`config.mk`:
```
export PLATFORM = sky130hd
export DESIGN_NAME = quantize_q0_32
export DESIGN_NICKNAME = d
export VERILOG_FILES = /design/src/rtl/quantize_q0_32.sv
export SDC_FILE = /design/constraint.sdc
export NUM_CORES = 1
export LEC_CHECK = 0
export ABC_AREA = 1
export CORE_ASPECT_RATIO = 0.75
export CORE_MARGIN = 5
export CORE_UTILIZATION = 35
export CTS_BUF_LIST = sky130_fd_sc_hd__clkbuf_8
export DETAILED_ROUTE_END_ITERATION = 8
export PLACE_DENSITY = 0.62
export SYNTH_ARGS = -nofsm -noshare
export SYNTH_HDL_FRONTEND = slang
export SYNTH_SLANG_ARGS = --single-unit
```
`constraint.sdc`:
```
create_clock -name clk -period 6 [get_ports clk]
set_input_delay 1.2 -clock clk [delete_from_list [all_inputs] [get_ports clk]]
set_output_delay 1.2 -clock clk [all_outputs]
set_load 0.1 [all_outputs]
```
`src/rtl/quantize_q0_32.sv`:
```
`timescale 1ns/1ps
// quantize_q0_32
// Converts signed fixed-point activations (Q(31-FRAC_BITS).FRAC_BITS) to
// the uint8 quantized domain: multiply by the reciprocal scale, round
// half-up, add the zero point and saturate to 0..255. This is a
// three-stage pipeline with valid/ready backpressure. It also has a sticky
// saturation event counter for calibration debug.
//
// Ports:
//   clk        rising-edge clock
//   rst_n      asynchronous active-low reset
//   in_data    signed fixed-point sample
//   in_valid   in_data is valid
//   in_ready   block accepts in_data this cycle (combinational)
//   out_data   quantized uint8 sample
//   out_valid  out_data is valid
//   out_ready  downstream accepts out_data
//   sat_cnt    number of saturated samples, sticks at all-ones
//   sat_clr    synchronous clear of sat_cnt (wins over an increment)
module quantize_q0_32 #(
  parameter int unsigned FRAC_BITS  = 32'd16,
  parameter logic [31:0] INV_SCALE  = 32'd548973,
  parameter logic [7:0]  ZERO_POINT = 8'd0,
  parameter int unsigned CNT_W      = 32'd16
) (
  input  logic             clk,
  input  logic             rst_n,
  input  logic [31:0]      in_data,
  input  logic             in_valid,
  output logic             in_ready,
  output logic [7:0]       out_data,
  output logic             out_valid,
  input  logic             out_ready,
  output logic [CNT_W-1:0] sat_cnt,
  input  logic             sat_clr
);

  // Fractional bits of the product: input fraction plus the Q16.16 scale.
  localparam int unsigned SH = FRAC_BITS + 32'd16;
  // Half an LSB of the result, added before the floor shift (round half-up).
  localparam logic signed [65:0] HALF = 66'sd1 <<< (SH - 32'd1);
  localparam logic [CNT_W-1:0] CNT_MAX = {CNT_W{1'b1}};

  logic                    en_s;
  logic                    s1_valid_r;
  logic [31:0]             s1_data_r;
  logic                    s2_valid_r;
  logic signed [64:0]      s2_prod_r;
  logic                    out_valid_r;
  logic [7:0]              out_data_r;
  logic [CNT_W-1:0]        sat_cnt_r;

  logic signed [64:0]      prod_s;
  logic signed [65:0]      sum_s;
  logic signed [65:0]      rnd_s;
  logic signed [65:0]      z_s;
  logic [7:0]              sat_data_s;
  logic                    sat_s;

  // The whole pipeline moves together whenever the output slot can take a sample.
  assign en_s      = ~out_valid_r | out_ready;
  assign in_ready  = en_s;
  assign out_valid = out_valid_r;
  assign out_data  = out_data_r;
  assign sat_cnt   = sat_cnt_r;

  // S2 multiply: both operands are widened to 65 bits. The product of a 32-bit
  // signed value and a 33-bit non-negative value always fits.
  always_comb begin
    prod_s = $signed({{33{s1_data_r[31]}}, s1_data_r}) * $signed({33'd0, INV_SCALE});
  end

  // S3 arithmetic: round half-up, add the zero point, clamp to uint8.
  // The 66-bit headroom keeps the most negative input from wrapping.
  always_comb begin
    sum_s = $signed({s2_prod_r[64], s2_prod_r}) + HALF;
    rnd_s = sum_s >>> SH;
    z_s   = rnd_s + $signed({58'd0, ZERO_POINT});
    if (z_s < 66'sd0) begin
      sat_s      = 1'b1;
      sat_data_s = 8'd0;
    end else if (z_s > 66'sd255) begin
      sat_s      = 1'b1;
      sat_data_s = 8'd255;
    end else begin
      sat_s      = 1'b0;
      sat_data_s = z_s[7:0];
    end
  end

  // Pipeline stages S1 (input capture), S2 (product) and S3 (registered output).
  always_ff @(posedge clk or negedge rst_n) begin
    if (!rst_n) begin
      s1_valid_r  <= 1'b0;
      s1_data_r   <= 32'd0;
      s2_valid_r  <= 1'b0;
      s2_prod_r   <= 65'sd0;
      out_valid_r <= 1'b0;
      out_data_r  <= 8'd0;
    end else if (en_s) begin
      s1_valid_r  <= in_valid;
      s1_data_r   <= in_data;
      s2_valid_r  <= s1_valid_r;
      s2_prod_r   <= prod_s;
      out_valid_r <= s2_valid_r;
      // A bubble leaves the last data word in place. Only out_valid moves.
      if (s2_valid_r) begin
        out_data_r <= sat_data_s;
      end else begin
        out_data_r <= out_data_r;
      end
    end else begin
      s1_valid_r  <= s1_valid_r;
      s1_data_r   <= s1_data_r;
      s2_valid_r  <= s2_valid_r;
      s2_prod_r   <= s2_prod_r;
      out_valid_r <= out_valid_r;
      out_data_r  <= out_data_r;
    end
  end

  // Saturation event counter: counts valid saturating samples entering S3.
  // It sticks at all-ones, and clear has priority over increment.
  always_ff @(posedge clk or negedge rst_n) begin
    if (!rst_n) begin
      sat_cnt_r <= {CNT_W{1'b0}};
    end else if (sat_clr) begin
      sat_cnt_r <= {CNT_W{1'b0}};
    end else if (en_s && s2_valid_r && sat_s && (sat_cnt_r != CNT_MAX)) begin
      sat_cnt_r <= sat_cnt_r + CNT_W'(1'b1);
    end else begin
      sat_cnt_r <= sat_cnt_r;
    end
  end

endmodule

```
**Word-level counts from Yosys, hierarchy flattened**

Index checks and enable logic that the tools add are counted.

- Register bits: 112
- Logic and storage cells: 26
- Bits of input ports: 37

- Order comparisons: 2
- Reduce and logical (&&, ||, !) cells: 5
- Equal/unequal tests: 1
- Multipliers: 1
- Bitwise gates (word level): 2
- Add/sub/neg operators: 2
- Muxes and demuxes: 6

Operators with widths:

| operator | number |
|---|---|
| $add 53x33->54 const B | 1 |
| $mul 32x21->53 const B | 1 |
| $mux 16 | 2 |
| $gt 22x9->1 const B | 1 |
| $lt 22x1->1 const B | 1 |
| $add 16x1->16 const B | 1 |
| $mux 8 | 2 |
| $ne 16x16->1 const B | 1 |
| $logic_and 1x1->1 | 3 |
| $mux 1 | 2 |
| $reduce_and 2->1 | 1 |
| $reduce_bool 2->1 | 1 |
| $not 1->1 | 1 |
| $or 1x1->1 | 1 |

**Logic depth before layout (Yosys ltp)**

Gate-level depths: netlist (run 1).

- Depth after elaboration: 8
- Mapped depth: 25
- Depth with buffers taken out: 25

**Least setup slack after synthesis (run 1)**

OpenSTA, ideal clock, no wires.

- Kind: reg2reg
- Start point: reg s1_data_r[31]
- End point: reg s2_prod_r[46]
- Arrival: 5833 ps
- Slack: 49 ps
- Library setup time: 118 ps
- Data required time: 5882 ps
- Cell stages (with the launch flop): 22
- Buffers on the path: 2
- Clock period less this slack: 5951 ps
- Path through: dfrtp_1 > clkbuf_1 > inv_1 > clkbuf_1 > o21ai_0 > fa_1 > inv_1 > fa_1 > inv_1 > fa_1 > inv_1 > fa_1 > inv_1 > ha_1 > a21o_1 > a21oi_1 > nand2_1 > a21oi_1 > nand3_1 > or2_2 > nand3_1 > nand2_1

- Word-level cells in the longest chain between the ends: 1

Ends and longest elaborated chain:

| item | RTL line | text |
|---|---|---|
| start: declaration | 46 | `logic [31:0] s1_data_r;` |
| start signal: assignment | 102 | `s1_data_r <= in_data;` |
| start signal: assignment | 114 | `s1_data_r <= s1_data_r;` |
| $mul 32x21->53 | 70 | `prod_s = $signed({{33{s1_data_r[31]}}, s1_data_r}) * $signed({33'd0, INV_SCALE});` |
| end signal: assignment | 104 | `s2_prod_r <= prod_s;` |
| end signal: assignment | 116 | `s2_prod_r <= s2_prod_r;` |
| end: declaration | 48 | `logic signed [64:0] s2_prod_r;` |

No other way between the ends.
A chain may end at the register's enable or synchronous reset.

**Final worst setup path (run 1)**

- Start point: reg s1_data_r[25]
- End point: reg s2_prod_r[41]

Same word-level chain as after synthesis.

==> metrics.cfg, run 1 <==
[critical_path]
worstPathRequired_ns=6.29
arrival_ns=6.07
worstRegToRegCells=20
critPathLaunchType=flop
path_class=reg2reg
end_kind=flop
critPathMaxFanout=7

[clocking]
clock_sinks=81
cts_max_level=3
root_buffer=clkbuf_8
cts_tree=yes
numCtsBuffers=9
clockBufferDepth=2
ctsHoldBuffers=0
cts.clk_slew.worst_paths_ns=0.11
clk-insertion-delay-late_ns=0.42

[logic_synthesis]
async_flop_share_pct=100
syn_avg_cell_area_sq_um=7.94
yosysWarnings=0
synth_area_sq_um=15600
syn-instance-count=1959
synth-edff-count=0
seq_area_frac_synth_pct=13.0
syn_nets=2471
synth.distinct_cells=41
synth-seq-cells=81
synth_ff_type=dfrtp_1

[die]
die_h_microns=193
start_util_pct=35.7
num_rows=66
core_sq_um=43600
num_io_pins=63
fp.dieW_microns=253
design.die.area_sq_um=48800

[grt]
grt_pass1_vias=13019
grt_start_max_net_pins=70
grt_pass1_wl_microns=69200
antenna_found_initial=0
grt-ovfl-total=0
grt_usage_pct=17.8

[drt]
finalWirelength_microns=42000
num_vias=12517
wl_per_cell_microns=16.0
route.detailed.drc=0
antenna_left=0
avgViaCountPerCell=4.78
drt_iter0_drc=740
dr.pass1.iters=6

[final_layout]
finalNetCount=2548
drive_gt1_share_pct=4.51
synthToLayoutAreaGrowth_pct=11.0
stdcell_count=2620
final_util_pct=39.6

[min_path]
hold_path.class=reg2reg
whs_path_depth=2

[timing]
setup_violations=0
tns_ns=0
fin_worst_skew_ns=0.0140
rsz0062_at_grt=yes
fmax_mhz=173
period_minus_slack_ns=5.78
maxSlewViolCount=0
finalHoldViolCount=0
slew_headroom_pct=31.0
worst_pin_slew_ns=1.03
fin_crit_sh_pct=96.3
setup_slack_ns=0.222

[place]
post-place-ws_ns=0.0369
numPortBuffers=62
dp.cells=2603
place_congestion=1.02
dp_hpwl_microns=36200

[flow_run]
maxCapViolCount=0

[status]
status=complete, no violations

-- path summary, 6_finish.rpt --
path / from / to / slack [ns]
setup reg to reg: s1_data_r[25] / s2_prod_r[41] / 0.22
min in group asynchronous: rst_n / out_data[6] / 0.60
max in group asynchronous: rst_n / s1_data_r[18] / 4.08
hold reg to reg: s1_valid_r / s1_valid_r / 0.49
hold / removal: s1_valid_r / s1_valid_r / 0.49
setup / recovery: s1_data_r[25] / s2_prod_r[41] / 0.22
-- layout make-up --
class	instances	area (sq um)
tap	578	723
inverter	481	1810
sequential	81	2040
antenna	1	2.50
fill	4570	26300
clock buffer	9	124
clock inverter	7	109
timing repair buffer	86	796
multi-input combinational	1377	11700
-- sequential cells by signal, indices dropped and copies added (netlist names) --
signal,cells
out_data,8
out_valid,1
s1_data_r,32
s1_valid_r,1
s2_prod_r,22
s2_valid_r,1
sat_cnt,16
-- cells in the mapped netlist, drive strengths merged (4+ instances only) --
cell / n / area (sq um)
a21o: 4 / 30.0
a21oi: 71 / 359
nand3: 92 / 498
nor3: 18 / 105
dfrtp: 81 / 2030
xnor2: 13 / 114
fa: 194 / 3880
o21ai: 83 / 415
nor2: 138 / 566
or2: 4 / 25.0
inv: 480 / 1800
buf: 5 / 36.3
o21bai: 10 / 75.1
nand2: 391 / 1480
clkbuf: 15 / 56.3
nor4: 4 / 25.0
nand4: 36 / 225
nand3b: 4 / 30.0
ha: 281 / 3520
xor2: 21 / 184
-- routing by layer --
layer / GRT usage (%) / up-vias / part of all wire (%)
met4: 3.61 / 0 / 1.7
met2: 26.8 / 271 / 42
met3: 3.11 / 42 / 5.5
li1: - / 6217 / -
met1: 26.9 / 5987 / 51
met5: 0 / - / 0
-- placed cells by master (no fill, tap or decap), types with 3 or more instances in the layout --
| master | n |
|---|---|
| buf_4 | 26 |
| a21oi_1 | 67 |
| o21ai_0 | 82 |
| xnor2_1 | 13 |
| nor2_2 | 9 |
| nor3_2 | 3 |
| nand2_2 | 4 |
| nor4_1 | 3 |
| nand2_1 | 386 |
| ha_1 | 280 |
| inv_1 | 479 |
| nor3_1 | 15 |
| xor2_1 | 21 |
| nand3b_1 | 4 |
| fa_1 | 194 |
| a21o_1 | 4 |
| nor2_4 | 4 |
| or2_2 | 4 |
| clkbuf_8 | 9 |
| a21oi_2 | 4 |
| nand3_2 | 5 |
| dfrtp_1 | 71 |
| nor2_1 | 125 |
| o21bai_1 | 10 |
| clkdlybuf4s50_1 | 60 |
| nand4_1 | 36 |
| nand3_1 | 86 |
| and3_1 | 3 |
| dfrtp_2 | 10 |
-- logic make-up after synthesis --
family / Yosys count / share of synthesized area, %
and+or+nand+nor: 693 / 19.3
buffers and inverters: 501 / 12.2
adders and majority gates: 475 / 47.6
AOI/OAI and AO/OA: 175 / 6.00
DFF: 81 / 13.0
xor gates and xnor gates: 34 / 1.91
-- what timing repair did --
action,CTS,global route
hold endpoints to repair,0,0
setup endpoints to repair,0,15
resized for setup,0,18
buffers inserted,0,0
-- worst max-delay path, cell delays in order, from the launching register on --
cell and delay (ns):
dfrtp_2 0.52, ha_1 0.34, ha_1 0.28, inv_1 0.05
fa_1 0.53, inv_1 0.05, fa_1 0.52, fa_1 0.44
fa_1 0.59, inv_1 0.06, fa_1 0.49, inv_1 0.04
ha_1 0.32, a21oi_1 0.27, o21ai_0 0.20, a21oi_1 0.23
nor2_1 0.07, nor2_1 0.27, nand4_1 0.13, nand3_1 0.15
o21ai_0 0.10
-- per-stage QoR --
stage / area [sq um] / hold WS [ns]
floorplan: 15600 / 0.445
global placement: 17000 / 0.463
detailed placement: 17000 / 0.465
CTS: 17200 / 0.493
global route: 17300 / 0.517
finish: 17300 / 0.490
Power of run 1 is left out: the tool's default activity adds up to more than one toggle a clock period on the data nets, which glitch-free logic cannot reach.
==> inputs of run 2 (changes only) <==
--- a/config.mk
+++ b/config.mk
@@ -8,10 +8,11 @@
 export ABC_AREA = 1
 export CORE_ASPECT_RATIO = 0.75
 export CORE_MARGIN = 5
-export CORE_UTILIZATION = 35
+export CORE_UTILIZATION = 59
 export CTS_BUF_LIST = sky130_fd_sc_hd__clkbuf_8
 export DETAILED_ROUTE_END_ITERATION = 8
-export PLACE_DENSITY = 0.62
+export GPL_TIMING_DRIVEN = 0
+export PLACE_DENSITY = 0.9
 export SYNTH_ARGS = -nofsm -noshare
 export SYNTH_HDL_FRONTEND = slang
 export SYNTH_SLANG_ARGS = --single-unit
==> run 2 against run 1 <==
Against the previous run:
- fmax decreased by 1.5%
- first-iteration DRC count up 110%
- die area down 39%
- critical path depth grew 3
- highest routed layer is now met5
==> metrics.cfg, run 2 (synthesis gave the netlist of run 1 again) <==
[die]
die_h_microns=151  ; -22%
start_util_pct=59.9  ; +24 points
design.die.area_sq_um=29700  ; -39%
num_io_pins=63  ; unchanged
num_rows=51  ; -23%
core_sq_um=26000  ; -40%
fp.dieW_microns=197  ; -22%

[min_path]
hold_path.class=reg2reg
min_from=out_data[4]
hold_end=out_data[4]
whs_path_depth=2  ; unchanged

[timing]
worst_pin_slew_ns=1.02  ; -0.0183 ns
setup_violations=0  ; unchanged
period_minus_slack_ns=5.86  ; +0.0860 ns
tns_ns=0  ; unchanged
finalHoldViolCount=0  ; unchanged
maxSlewViolCount=0  ; unchanged
fin_crit_sh_pct=97.7  ; +1.4 points
fmax_mhz=171  ; -1.5%
fin_worst_skew_ns=0.0153  ; +0.00137 ns
slew_headroom_pct=32.1  ; +1.1 points

[critical_path]
critPathLaunchType=flop
crit_path_start=s1_data_r[20]
path_class=reg2reg
worstPathRequired_ns=6.29  ; about the same
critPathMaxFanout=5  ; -2
worstRegToRegCells=23  ; +15%
r2r-start=s1_data_r[20]
r2r_end=s2_prod_r[38]
end_kind=flop
arrival_ns=6.16  ; +0.09 ns
reg2reg_slack_ns=0.14  ; -0.09 ns

[clocking]
clk-insertion-delay-late_ns=0.40  ; -0.02 ns
clockBufferDepth=2  ; unchanged
ctsHoldBuffers=0  ; unchanged
numCtsBuffers=9  ; unchanged
cts.clk_slew.worst_paths_ns=0.11  ; about the same
cts_tree=yes
clock_sinks=81  ; unchanged
root_buffer=clkbuf_8
cts_max_level=3  ; unchanged

[final_layout]
finalNetCount=2557  ; +0.35%
antenna_cells=0  ; -1
largest_register_ffs=32  ; unchanged
layout_common_cells=inv_1 (479), nand2_1 (387), ha_1 (279)
synthToLayoutAreaGrowth_pct=9.35
top_register=s1_data_r
final_common_cell=inv_1
drive_gt1_share_pct=4.73  ; +0.22 points

[drt]
antenna_left=0  ; unchanged
finalWirelength_microns=43300  ; +3.1%
wl_per_cell_microns=18.1  ; +13%
dr.pass1.iters=7  ; +1
route.detailed.drc=0  ; unchanged
num_vias=13548  ; +8.2%
drt_iter0_drc=1518  ; +110%
avgViaCountPerCell=5.66  ; +18%

[grt]
grt_pass1_vias=13865  ; +6.5%
grt_pass1_wl_microns=69600  ; +0.64%
grt-ovfl-total=0  ; unchanged
antenna_found_initial=1  ; +1
grt_usage_pct=29.6  ; +12 points
grt_start_max_net_pins=56  ; -20%

[place]
numPortBuffers=62  ; unchanged
dp_hpwl_microns=36300  ; +0.21%
place_congestion=1.05  ; +3.0%

[flow_run]
maxCapViolCount=0  ; unchanged

[status]
status=complete, no violations

run 2: changes by cell type in the layout (fill, tap and decap cells not counted), sizes merged:
cell,change
clkbuf,+15
clkinv,+3
bufinv,-1
buf,-7
clkdlybuf4s50,+1
diode,-1
inv,-2
run 2: area by class of cell:
type	count	area, sq um
fillers	2001	8970
well taps	344	430
clock inverters	7	87.6
repair buffers	75	743
plain buffers	20	96.3
clock buffers	9	124
inverters	481	1810
multi-input cells	1377	11700
flip-flops and latches	81	2050
run 2: timing repair:
item / CTS / global route
endpoints found under the hold margin: 0 / 0
gates resized for setup: 2 / 34
endpoints found under the setup margin: 19 / 22
buffers inserted: 1 / 11
pin swaps: 0 / 2
run 2: worst max path at each step:
stage / end / slack, ns / depth (start not counted)
2_1_floorplan: s2_prod_r[46] / 0.05 / 21
3_3_place_gp: s2_prod_r[50] / -0.88 / 24
3_5_place_dp: s2_prod_r[46] / -0.63 / 21
4_1_cts: s2_prod_r[51] / 0.03 / 23
5_1_grt: s2_prod_r[36] / -0.02 / 23
6_report: s2_prod_r[38] / 0.14 / 23
run 2: worst max-delay path: stages (launching register included):
cell     delay [ns]
dfrtp_2        0.47
ha_1           0.35
ha_1           0.30
inv_1          0.06
fa_1           0.53
inv_1          0.06
fa_1           0.55
fa_1           0.45
fa_1           0.59
inv_1          0.07
fa_1           0.50
inv_1          0.05
ha_1           0.33
nand2_1        0.15
inv_1          0.07
a21oi_1        0.25
nor2_1         0.08
nor2_2         0.13
nor2_1         0.05
nor2_1         0.14
nand3_1        0.13
or2_2          0.29
nand3_1        0.09
nand2_1        0.06
run 2: per-stage QoR:
stage / cells / area (sq um) / util (%) / hold WS [ns] / worst slack [ns]
4_1_cts: 2383 / 16900 / 64.9 / 0.491 / 0.0335
3_3_place_gp: 2365 / 16600 / 63.9 / 0.461 / -0.877
2_1_floorplan: 1959 / 15600 / - / 0.445 / 0.0486
5_1_grt: 2394 / 17000 / 65.5 / 0.507 / -0.0248
6_report: 2394 / 17000 / 65.5 / 0.491 / 0.136
3_5_place_dp: 2366 / 16600 / 64.0 / 0.465 / -0.630
run 2: routing by layer:
layer,vias up,wire [microns],GRT usage (%)
li1,6245,-,-
met5,-,9,0
met4,2,1110,7.21
met2,655,19900,47.7
met1,6540,18400,41.8
met3,106,3910,5.21
Power of run 2 is left out for the same reason.
==> RTL edit 1: new RTL, config.mk and constraints of run 1 <==
`CNT_W`: 32'd16 -> 32'd32.
--- a/src/rtl/quantize_q0_32.sv
+++ b/src/rtl/quantize_q0_32.sv
@@ -21,7 +21,7 @@
   parameter int unsigned FRAC_BITS  = 32'd16,
   parameter logic [31:0] INV_SCALE  = 32'd548973,
   parameter logic [7:0]  ZERO_POINT = 8'd0,
-  parameter int unsigned CNT_W      = 32'd16
+  parameter int unsigned CNT_W      = 32'd32
 ) (
   input  logic             clk,
   input  logic             rst_n,
Interface: changed (resized sat_cnt); port bits go from 63 to 79. The function was not compared with the original's and may differ.
==> RTL edit 1 against run 1 <==
Sequential cell count rose by 16; worst setup slack improved by 0.079 ns; critical path type unchanged; synthesized area rose by 9.9%; final area rose by 9.8%; global-route usage rose by 0.30 points; via count rose by 13%; routed wire length rose by 12%.
Power is left out: the tool's default activity adds up to more than one toggle a clock period on the data nets, which glitch-free logic cannot reach.
==> RTL edit 1: results (changes against run 1) <==
| Metric | Value |
|---|---|
| Pin count of the biggest net entering global routing | `65 (-7.1%)` |
| All-Layer GR Usage | `18.1% (+0.30 points)` |
| Crit path largest cell delay | `0.57 ns (-0.02 ns)` |
| Area grow syn2layout | `10.9% (about the same)` |
| Iteration-0 DRC count of the detailed router | `1151 (+56%)` |
| Status | `completed` |
| Placer Congestion | `0.966 (-5.0%)` |
| Top cells by count, synth | `inv_1, nand2_1, ha_1` |
| Fill cell count | `5022 (+9.9%)` |
| Worst setup margin | `0.302 ns (+0.0794 ns)` |
| Worst Hold End | `out_valid` |
| Worst slew pin tran | `1.04 ns (+0.00415 ns)` |
| Placed cell count | `2879 (+11%)` |
| Count of cell types in the netlist | `44 (+7.3%)` |
| Worst Setup SP | `s1_data_r[19]` |
| Syn_nets | `2678 (+8.4%)` |
| Routed vias | `14100 (+13%)` |
| Port Buffers | `78 (+26%)` |
| XOR/XNOR share of the synthesized area | `2.87% (+0.96 points)` |
| Synthesized area per cell | `7.89 µm² (-0.64%)` |
| Vias in the first global route | `14600 (+12%)` |
| Seq/Total Area, Yosys | `14.2% (+1.2 points)` |
| Global-route wire length before repair | `78300 µm (+13%)` |
| Post-layout nets | `2757 (+8.2%)` |
| WP data arrival | `6.04 ns (-0.03 ns)` |
| R2R depth | `23 (+15%)` |
## RTL edit 1: cell type report
| cell class | instances | area share, % |
|---|---|---|
| timing repair buffer | 98 | 4.95 |
| clock inverter | 6 | 0.482 |
| tap | 648 | 4.28 |
| multi-input combinational | 1500 | 66.0 |
| inverter | 539 | 10.7 |
| clock buffer | 9 | 0.654 |
| antenna | 3 | 0.0396 |
| sequential | 97 | 12.9 |
## RTL edit 1: worst max-delay path: cells and delay by family, from the launching register on
kind | cells | cell delay, ns
adders and majority gates | 8 | 3.57
and+or+nand+nor | 11 | 1.24
buffers and inverters | 4 | 0.22
DFF | 1 | 0.54
## RTL edit 1: what timing repair did
action | 4_1_cts | 5_1_grt
resized for setup | 0 | 25
setup endpoints to repair | 0 | 15
buffers inserted | 0 | 3
## RTL edit 1: per-layer routing
layer / part of all wire [%] / track usage, %
met1: 50 / 27.3
met2: 42 / 27.0
met3: 6.3 / 4.00
met4: 1.4 / 3.07
met5: 0 / 0
==> RTL edit 2: new RTL, settings of run 1 <==
Made on the original files. Reset style: synchronous (`rst_n`), changed in 2 clocked blocks. Comments in the files are not updated.
--- a/src/rtl/quantize_q0_32.sv
+++ b/src/rtl/quantize_q0_32.sv
@@ -89,7 +89,7 @@
   end
 
   // Pipeline stages S1 (input capture), S2 (product) and S3 (registered output).
-  always_ff @(posedge clk or negedge rst_n) begin
+  always_ff @(posedge clk) begin
     if (!rst_n) begin
       s1_valid_r  <= 1'b0;
       s1_data_r   <= 32'd0;
@@ -121,7 +121,7 @@
 
   // Saturation event counter: counts valid saturating samples entering S3.
   // It sticks at all-ones, and clear has priority over increment.
-  always_ff @(posedge clk or negedge rst_n) begin
+  always_ff @(posedge clk) begin
     if (!rst_n) begin
       sat_cnt_r <= {CNT_W{1'b0}};
     end else if (sat_clr) begin
Check against the original RTL: differs if rst_n is asserted again (counterexample within 4 cycles, from zero or initial values and one cycle with rst_n low); with rst_n held inactive, the same outputs for 4 cycles.
==> RTL edit 2 against run 1 <==
Routed wire length is 3.4% higher; worst setup slack better by 0.073 ns; sequential share of layout area is 2.3 points lower; synthesized area is 0.39% lower; sequential cell count stayed put; final area is 0.20% lower; count of clock-buffer cells in the layout stayed put; die area is 0.37% lower; critical path type unchanged; largest cell class unchanged.
Power is left out: it rests on default switching activity, and per cell area and clock period it moved more than threefold.
==> RTL edit 2: results (changes against run 1) <==
| Metric | Value |
|---|---|
| Status | `completed` |
| Placed cell count | `2658 (+2.1%)` |
| Final non-filler cell total | `2674 (+2.1%)` |
| Pin count of the biggest net entering global routing | `72 (+2.9%)` |
| Cell family with most CP delay | `adder cells` |
| Met2 wire len | `18300 µm (+4.4%)` |
| Drt pass-1 iters | `5 (-1)` |
| Count leader, synth | `inv_1` |
| Count of cell types in the netlist | `43 (+4.9%)` |
| Layout cells sized above 1 | `6.01% (+1.5 points)` |
| Top cells by count, synth | `inv_1, ha_1, nand2_1` |
| Async S/R FF share, synth | `0% (-100 points)` |
| Met1 Wirelength | `22300 µm (+4.4%)` |
| Global-route wire length before repair | `72000 µm (+4.0%)` |
| GRT met3 Usage | `3.29% (+0.18 points)` |
| Dpl ws | `0.0939 ns (+0.0570 ns)` |
| Seq/Total Area, Yosys | `10.5% (-2.6 points)` |
| Via density | `4.79 (+0.35%)` |
| Top FF cell, synth | `dfxtp_1` |
| R2R depth | `22 (+10%)` |
| XOR/XNOR share of the synthesized area | `2.04% (+0.12 points)` |
| Synthesized area per cell | `7.71 µm² (-2.9%)` |
| Iteration-0 DRC count of the detailed router | `954 (+29%)` |
| R2R Setup Slk | `0.30 ns (+0.07 ns)` |
| GR Layer Usage met1 | `27.8% (+0.89 points)` |
| Min-delay src | `out_data[6]` |
| Top post-synthesis cells by area | `fa_1, ha_1, inv_1` |
| # diodes | `0 (-1)` |
| Post-layout nets | `2603 (+2.2%)` |
| FF-to-FF End | `s2_prod_r[34]` |
| Hold_ws | `0.473 ns (-0.0163 ns)` |
| Average wire per standard cell | `16.2 µm (+1.3%)` |
| Setup Skew | `0.0160 ns (+0.00206 ns)` |
| Launch point of the worst reg-to-reg path | `s1_data_r[23]` |
| Fill cell count | `4408 (-3.5%)` |
| Placer Congestion | `0.967 (-4.9%)` |
| All-Layer GR Usage | `18.6% (+0.84 points)` |
| Maxcap violations | `0 (unchanged)` |
| Worst slew pin tran | `1.07 ns (+0.0336 ns)` |
| Syn_nets | `2521 (+2.0%)` |
| Worst Hold End | `out_data[6]` |
| Met2 usage | `28.3% (+1.6 points)` |
| Crit-path max FO | `6 (-1)` |
| Clk_lat worst skew | `0.45 ns (+0.03 ns)` |
| DR WL met3 | `2040 µm (-11%)` |
| Synth Area in Adders | `47.8% (+0.18 points)` |
## RTL edit 2: worst register-to-register path: stages, from the launching register on
cell      delay [ns]
dfxtp_2         0.47
ha_1            0.30
ha_1            0.28
inv_1           0.05
fa_1            0.54
inv_1           0.06
fa_1            0.52
fa_1            0.45
fa_1            0.55
inv_1           0.06
fa_1            0.51
inv_1           0.04
ha_1            0.32
nand2_1         0.17
inv_1           0.06
a21oi_1         0.19
o21ai_0         0.15
o21bai_1        0.22
a21oi_2         0.21
xor2_2          0.24
nand2_1         0.10
nand2_1         0.09
inv_1           0.04
## RTL edit 2: area by class of cell
class / instances / area share, %
Multi-Input combinational cell: 1388 / 68.9
Inverter: 516 / 11.2
Sequential cell: 81 / 9.53
Timing Repair Buffer: 95 / 5.00
Tap cell: 578 / 4.20
Clock buffer: 9 / 0.719
Clock inverter: 7 / 0.421
## RTL edit 2: cell families after synthesis
logic type	after synthesis
AOI/OAI and AO/OA	240
xor gates and xnor gates	36
adders and majority gates	475
buffers and inverters	540
DFF	81
and+or+nand+nor	637
## RTL edit 2: per-stage QoR
step           area (µm²)  util, %
2_1_floorplan       15500        -
3_3_place_gp        17000     39.0
3_5_place_dp        17000     39.0
4_1_cts             17200     39.5
5_1_grt             17200     39.6
6_report            17200     39.6
## RTL edit 2: worst max-delay path by stage
stage / cells past startpoint / slack, ns / to / startpoint
after floorplan: 24 / 0.06 / s2_prod_r[47] / s1_data_r[31]
after global placement: 21 / -0.006 / s2_prod_r[34] / s1_data_r[22]
after detailed placement: 25 / 0.09 / s2_prod_r[39] / s1_data_r[14]
after CTS: 25 / 0.06 / s2_prod_r[39] / s1_data_r[14]
after global routing: 22 / -0.01 / s2_prod_r[34] / s1_data_r[26]
final: 22 / 0.30 / s2_prod_r[34] / s1_data_r[23]
